[src/rtl/rotate_align_ctrl.sv]
// rotate_align_ctrl
//
// Word-alignment controller that sits directly in front of a rotate-right
// barrel shifter. Every incoming word is compared against the framing
// pattern at every rotation. A hunt/verify/lock state machine picks the
// rotation and confirms it over several frames. The word is then passed on,
// registered, together with the rotate distance the shifter must apply to it.
//
// Ports:
//   clk         in   rising-edge clock
//   rst_n       in   asynchronous active-low reset
//   din         in   [WIDTH]       unaligned input word
//   din_valid   in   din qualifier
//   dout        out  [WIDTH]       registered din, feeds the shifter data input
//   dout_valid  out  dout qualifier
//   distance    out  [DIST_WIDTH]  rotate-right distance for the current dout
//   locked      out  alignment locked
//   sof         out  dout is frame word 0 (only while locked)
//   slip_count  out  [16]          LOCKED->HUNT count, saturating
//                                  (present only with ROTATE_ALIGN_STATS_EN)
//
// Optional feature macro: ROTATE_ALIGN_STATS_EN

module rotate_align_ctrl #(
    parameter int                WIDTH        = 16,
    parameter int                DIST_WIDTH   = 4,
    parameter logic [WIDTH-1:0]  PATTERN      = 16'hF628,
    parameter int                FRAME_LEN    = 8,
    parameter int                LOCK_COUNT   = 4,
    parameter int                UNLOCK_COUNT = 4
) (
    input  logic                  clk,
    input  logic                  rst_n,
    input  logic [WIDTH-1:0]      din,
    input  logic                  din_valid,
    output logic [WIDTH-1:0]      dout,
    output logic                  dout_valid,
    output logic [DIST_WIDTH-1:0] distance,
    output logic                  locked,
    output logic                  sof
`ifdef ROTATE_ALIGN_STATS_EN
    ,
    output logic [15:0]           slip_count
`endif
);

    localparam int WC_W = (FRAME_LEN > 1) ? $clog2(FRAME_LEN) : 1;
    localparam logic [WC_W-1:0] WC_LAST  = WC_W'(FRAME_LEN - 1);
    localparam logic [WC_W-1:0] WC_FIRST = WC_W'(1 % FRAME_LEN);
    localparam logic [4:0]      LOCK_THR   = 5'(LOCK_COUNT);
    localparam logic [4:0]      UNLOCK_THR = 5'(UNLOCK_COUNT);

    typedef enum logic [1:0] {
        HUNT   = 2'd0,
        VERIFY = 2'd1,
        LOCKED = 2'd2
    } state_t;

    state_t                state_q, state_d;
    logic [WC_W-1:0]       word_cnt_q, word_cnt_d, word_inc;
    logic [3:0]            good_cnt_q, good_cnt_d;
    logic [3:0]            miss_cnt_q, miss_cnt_d;
    logic [DIST_WIDTH-1:0] distance_d;
    logic                  sof_d;
    logic                  any_hit;
    logic [DIST_WIDTH-1:0] win_d;
    logic                  hit_at_dist;
    logic [4:0]            good_next, miss_next;

    function automatic logic [WIDTH-1:0] rotr(input logic [WIDTH-1:0] x, input int d);
        logic [2*WIDTH-1:0] dbl;
        dbl = {x, x} >> d;
        return dbl[WIDTH-1:0];
    endfunction

    // Search every rotation for the pattern. The loop runs from the highest
    // rotation down, so the lowest matching rotation is the one left in win_d.
    always_comb begin
        any_hit = 1'b0;
        win_d   = '0;
        for (int d = WIDTH - 1; d >= 0; d--) begin
            if (rotr(din, d) == PATTERN) begin
                any_hit = 1'b1;
                win_d   = DIST_WIDTH'(d);
            end
        end
    end

    // Check whether the word matches at the rotation already chosen. This is
    // used only while verifying or locked. Distances at or beyond WIDTH never match.
    always_comb begin
        hit_at_dist = 1'b0;
        for (int d = 0; d < WIDTH; d++) begin
            if ((DIST_WIDTH'(d) == distance) && (rotr(din, d) == PATTERN)) begin
                hit_at_dist = 1'b1;
            end
        end
    end

    // Next-state and counter logic. Nothing moves unless din_valid is high.
    // The frame-position counter is cleared on any return to HUNT, so the
    // next hunt starts clean.
    always_comb begin
        state_d    = state_q;
        word_cnt_d = word_cnt_q;
        good_cnt_d = good_cnt_q;
        miss_cnt_d = miss_cnt_q;
        distance_d = distance;
        sof_d      = 1'b0;
        word_inc   = (word_cnt_q == WC_LAST) ? '0 : word_cnt_q + 1'b1;
        good_next  = {1'b0, good_cnt_q} + 5'd1;
        miss_next  = {1'b0, miss_cnt_q} + 5'd1;
        if (din_valid) begin
            case (state_q)
                HUNT: begin
                    if (any_hit) begin
                        distance_d = win_d;
                        word_cnt_d = WC_FIRST;
                        good_cnt_d = 4'd1;
                        miss_cnt_d = 4'd0;
                        if (LOCK_COUNT == 1) begin
                            state_d = LOCKED;
                            sof_d   = 1'b1;
                        end else begin
                            state_d = VERIFY;
                        end
                    end
                end
                VERIFY: begin
                    word_cnt_d = word_inc;
                    if (word_cnt_q == '0) begin
                        if (hit_at_dist) begin
                            good_cnt_d = good_next[4] ? 4'hF : good_next[3:0];
                            if (good_next >= LOCK_THR) begin
                                state_d    = LOCKED;
                                miss_cnt_d = 4'd0;
                                sof_d      = 1'b1;
                            end
                        end else begin
                            state_d    = HUNT;
                            good_cnt_d = 4'd0;
                            word_cnt_d = '0;
                        end
                    end
                end
                LOCKED: begin
                    word_cnt_d = word_inc;
                    if (word_cnt_q == '0) begin
                        sof_d = 1'b1;
                        if (hit_at_dist) begin
                            miss_cnt_d = 4'd0;
                        end else if (miss_next >= UNLOCK_THR) begin
                            state_d    = HUNT;
                            miss_cnt_d = 4'd0;
                            word_cnt_d = '0;
                            sof_d      = 1'b0;
                        end else begin
                            miss_cnt_d = miss_next[4] ? 4'hF : miss_next[3:0];
                        end
                    end
                end
                default: begin
                    state_d = HUNT;
                end
            endcase
        end
    end

    // State, counters and the output register stage. dout holds its value
    // across stalls, while dout_valid and sof drop for the stalled cycles.
    always_ff @(posedge clk or negedge rst_n) begin
        if (!rst_n) begin
            state_q    <= HUNT;
            word_cnt_q <= '0;
            good_cnt_q <= '0;
            miss_cnt_q <= '0;
            distance   <= '0;
            dout       <= '0;
            dout_valid <= 1'b0;
            sof        <= 1'b0;
        end else begin
            state_q    <= state_d;
            word_cnt_q <= word_cnt_d;
            good_cnt_q <= good_cnt_d;
            miss_cnt_q <= miss_cnt_d;
            distance   <= distance_d;
            dout_valid <= din_valid;
            sof        <= sof_d;
            if (din_valid) begin
                dout <= din;
            end
        end
    end

    assign locked = (state_q == LOCKED);

`ifdef ROTATE_ALIGN_STATS_EN
    // Count loss-of-lock events; saturates instead of wrapping.
    always_ff @(posedge clk or negedge rst_n) begin
        if (!rst_n) begin
            slip_count <= '0;
        end else if ((state_q == LOCKED) && (state_d == HUNT) && (slip_count != 16'hFFFF)) begin
            slip_count <= slip_count + 16'd1;
        end
    end
`endif

endmodule

[config.mk]
export PLATFORM = sky130hd
export DESIGN_NAME = rotate_align_ctrl
export DESIGN_NICKNAME = d
export VERILOG_FILES = /design/src/rtl/rotate_align_ctrl.sv
export SDC_FILE = /design/constraint.sdc
export NUM_CORES = 1
export LEC_CHECK = 0
export ABC_AREA = 0
export BUFFER_PORTS_ARGS = -buffer_cell sky130_fd_sc_hd__buf_2
export CELL_PAD_IN_SITES_DETAIL_PLACEMENT = 0
export CELL_PAD_IN_SITES_GLOBAL_PLACEMENT = 2
export CORE_MARGIN = 10
export CORE_UTILIZATION = 36
export CTS_CLUSTER_SIZE = 30
export DETAILED_ROUTE_END_ITERATION = 10
export PLACE_DENSITY_LB_ADDON = 0.1
export SLEW_MARGIN = 30
export SYNTH_ARGS = -nofsm -noshare
export SYNTH_HDL_FRONTEND = slang
export SYNTH_SLANG_ARGS = --single-unit
[constraint.sdc]
create_clock -name clk -period 6.15 [get_ports clk]
set_clock_uncertainty 0.1 [all_clocks]
set_input_delay 1.23 -clock clk [delete_from_list [all_inputs] [get_ports clk]]
set_output_delay 1.23 -clock clk [all_outputs]
set_load 0.005 [all_outputs]
==> summary.md <==
| Metric | Value |
|---|---|
| Post-CTS Hold Buffers | 0 |
| DRT iter0 DRCs | 214 |
| Unrepaired setup endpoints after global routing | false |
| Pwr dens | around 240 mW/mm^2 |
| Fmax | 265 MHz |
| Number of synthesized flops with an enable pin | 0 |
| R2r setup slk | 3280 ps |
| CP arrival | 3840 ps |
| First-pass GRT wire length | 13.2 mm |
| Pre-antenna DRT Iters | 4 |
| Final nets | 333 |
| Worst reg2reg endpoint | word_cnt_q[0]$_DFFE_PN0P_ |
| Post-route ant nets | 0 |
| Critical path endpoint | word_cnt_q[0]$_DFFE_PN0P_ |
| Crit path from | din[7] |
| Avg Cell Area, Syn | 9.79 um^2 |
| # resized after CTS | 0 |
| Reg2reg path depth | 6 |
| Hold crit path type | reg2reg |
| Number of global-route vias before repair | 2469 |
| DR vias/cell | 5.82 |
| Fill count | ~760 |
| RR Startpoint | distance[0]$_DFFE_PN0P_ |
| Post-synthesis sequential area ratio | 0.322 |
| WL per Instance | between 15 and 20 um |
| Root Driver | clkbuf_8 |
| Library cells used by synthesis | 68 |
| Switching share of power | 0.350 |
| Slew Limit Fails | 0 |
| Gpl congestion | 0.845 |
| Placed cell areas | 0.00294 mm^2 |
| Pwr Total | 724 uW |
| Final core utilization | 0.417 |
| YS warnings | 0 |
| Status | finished clean |
| Ys flop type | dfrtp_1 |
| Slowest stage delay, CP | 640 ps |
| CORE AREA | 0.00729 mm^2 |
| Post-CTS setup buffer count | 0 |
| GRT Residual Overflow | 0 |
| Internal | 470 uW |
| Clock network power share | 0.259 |
| Cells along the critical path | buf_2, and4bb_2, nand3_1, nor2_1, or4b_1, and4bb_2, nor2_1, a311o_1, o221ai_1 |
| Leakage | 0.00130 uW |
| Total clock sinks | 35 |
| Via count | 2346 |
| Fin cells | 403 |
| Crit end category | register |
| Slowest stage cell, crit path | nor2_1 |
| CTS max path bufs | 2 |
| Comb pwr share | 0.337 |
| Clock slew at reported path FFs | around 80 ps |
| VDD IR max | 0.000140 V |
| Switching power | around 250 uW |
| Routed wire length | 7.78 mm |
| DRC violations left | 0 |
| Critical path start-end classification | in2reg |
| # placed instances | 395 |
| Die width | 107 um |
| IO Port Bufs | 41 |
| Asr flop ratio synth | 1.00 |
| Die Area | 0.0114 mm^2 |
| Crit path max fanout | 14 |
| I/O pin total | 42 |
| Share of layout cells above drive strength 1 | 0.283 |
| Setup_tns | 0 ps |
| Number of diodes | 0 |
| Post-synthesis instance area | 0.00272 mm^2 |
| Flops & latches, synth | 35 |
| Number of cell rows | 31 |
| CTS tree | built |
| Final hold vios | 0 |
| Initial Util | 0.373 |
| Min Tclk post-route | 3780 ps |
| Post-DP HPWL | 5.64 mm |
| Chip Height | between 100 and 150 um |
| GRT Util Overall | 0.139 |
| Slew HR | 0.454 |
| Clk Latency, worst-skew pair | just under 300 ps |
| # setup viols final | 0 |
| Seq pwr share | 0.405 |
| Type of origin of the critical path | input pin |
| Largest net degree at the start of global routing | 36 |
| Least-Margin Pin Slew | 816 ps |
| Max-Cap Viols | 0 |
| Synth Instances | 278 |
| Final instance area | approximately 0.003 mm^2 |
| Num CTS Buffers | 5 |
| Initial antenna violation count | 0 |
| Final period util | 0.614 |
| H-tree levels | 2 |
| Syn_nets | 308 |
| Req. time, crit path | 6220 ps |
| Synth-to-layout area growth | 11.6% |
## metrics by stage
| stage | setup slack [ps] | hold slack (ps) |
|---|---|---|
| floorplan | 2650 | 385 |
| global placement | 2110 | 386 |
| detailed placement | 2090 | 391 |
| CTS | 2410 | 413 |
| global route | 2200 | 428 |
| finish | 2370 | 406 |
## kinds of logic (layout without fill, tap and decap cells)
group	count (synthesis)	in the layout	share of synthesized area
and+or+nand+nor	139	139	0.361
AOI/OAI and AO/OA	38	38	0.110
DFF	35	35	0.322
muxes	23	23	0.102
buffers and inverters	32	58	0.0542
adders and majority gates	11	11	0.0506
## cell usage after synthesis, drive strengths merged (3+ instances only)
master,n,area [um^2]
dfrtp,35,876
nand4,20,125
mux2,19,214
nand2,19,71.3
buf,15,82.6
nor2,15,56.3
ha,11,138
nor4bb,10,100
and4b,9,90.1
inv,9,33.8
clkbuf,8,31.3
nand2b,8,50.1
nor4b,7,67.6
a21oi,6,30.0
and4bb,6,75.1
nand3,6,35.0
nor3,6,30.0
nand4b,5,43.8
nor2b,5,31.3
a31oi,4,25.0
nor3b,4,30.0
nor4,4,46.3
o21ai,3,15.0
or2,3,18.8
## power by group through the flow
stage	registers (uW)	logic [uW]	clock network, uW
5_1_grt	300	276	204
3_3_place_gp	298	247	0
3_5_place_dp	298	243	0
2_1_floorplan	293	178	0
4_1_cts	293	245	195
6_report	293	244	187
## worst min-delay path by stage
stage | end | from | cells past startpoint | slack (ps)
6_report | dout[12]$_DFFE_PN0P_ | dout[12]$_DFFE_PN0P_ | 1 | 410
4_1_cts | dout[15]$_DFFE_PN0P_ | dout[15]$_DFFE_PN0P_ | 1 | 410
5_1_grt | dout[15]$_DFFE_PN0P_ | dout[15]$_DFFE_PN0P_ | 1 | 430
2_1_floorplan | miss_cnt_q[0]$_DFFE_PN0P_ | miss_cnt_q[0]$_DFFE_PN0P_ | 1 | 380
3_5_place_dp | dout[4]$_DFFE_PN0P_ | dout[4]$_DFFE_PN0P_ | 1 | 390
3_3_place_gp | dout[15]$_DFFE_PN0P_ | dout[15]$_DFFE_PN0P_ | 1 | 390
## layout by cell type (no fill, tap or decap), types with 5 or more instances in the layout
cell and n:
a21oi_1 6, and4b_1 9, and4bb_2 5, buf_2 41, clkbuf_8 7, dfrtp_1 35
ha_1 11, inv_1 8, mux2_2 19, nand2_1 19, nand2b_1 8, nand3_1 5
nand4_1 20, nand4b_1 5, nor2_1 15, nor2b_1 5, nor3_1 6, nor4b_1 6
nor4bb_1 10
## worst max-delay path, delay by kind of cell
family | cells | cell delay [ps]
AO/OA/AOI/OAI | 2 | 520
buffers and inverters | 1 | 260
AND/OR/NAND/NOR | 6 | 1830
## cell type report
class                      count  area [um^2]  area share
multi-input combinational    211         1700       0.559
sequential                    35          876       0.288
timing repair buffer          41          205      0.0675
tap                           99          124      0.0408
clock buffer                   8          100      0.0329
inverter                       9         33.8      0.0111
## metal layers
layer,track usage,part of all wire,vias to the layer above,wire [um]
met5,0,0,-,0
met4,0.0503,0.012,0,93
met3,0.0317,0.066,10,512
met2,0.194,0.42,86,3240
met1,0.203,0.51,1122,3940
li1,-,-,1128,-
## flip-flops by register name, summed over array words and instances, names as in the netlist
signal	flops
sof	1
word_cnt_q	3
dout	16
dout_valid	1
good_cnt_q	4
miss_cnt_q	4
distance	4
state_q	2
Note: power is estimated with default switching activity, not from simulation.
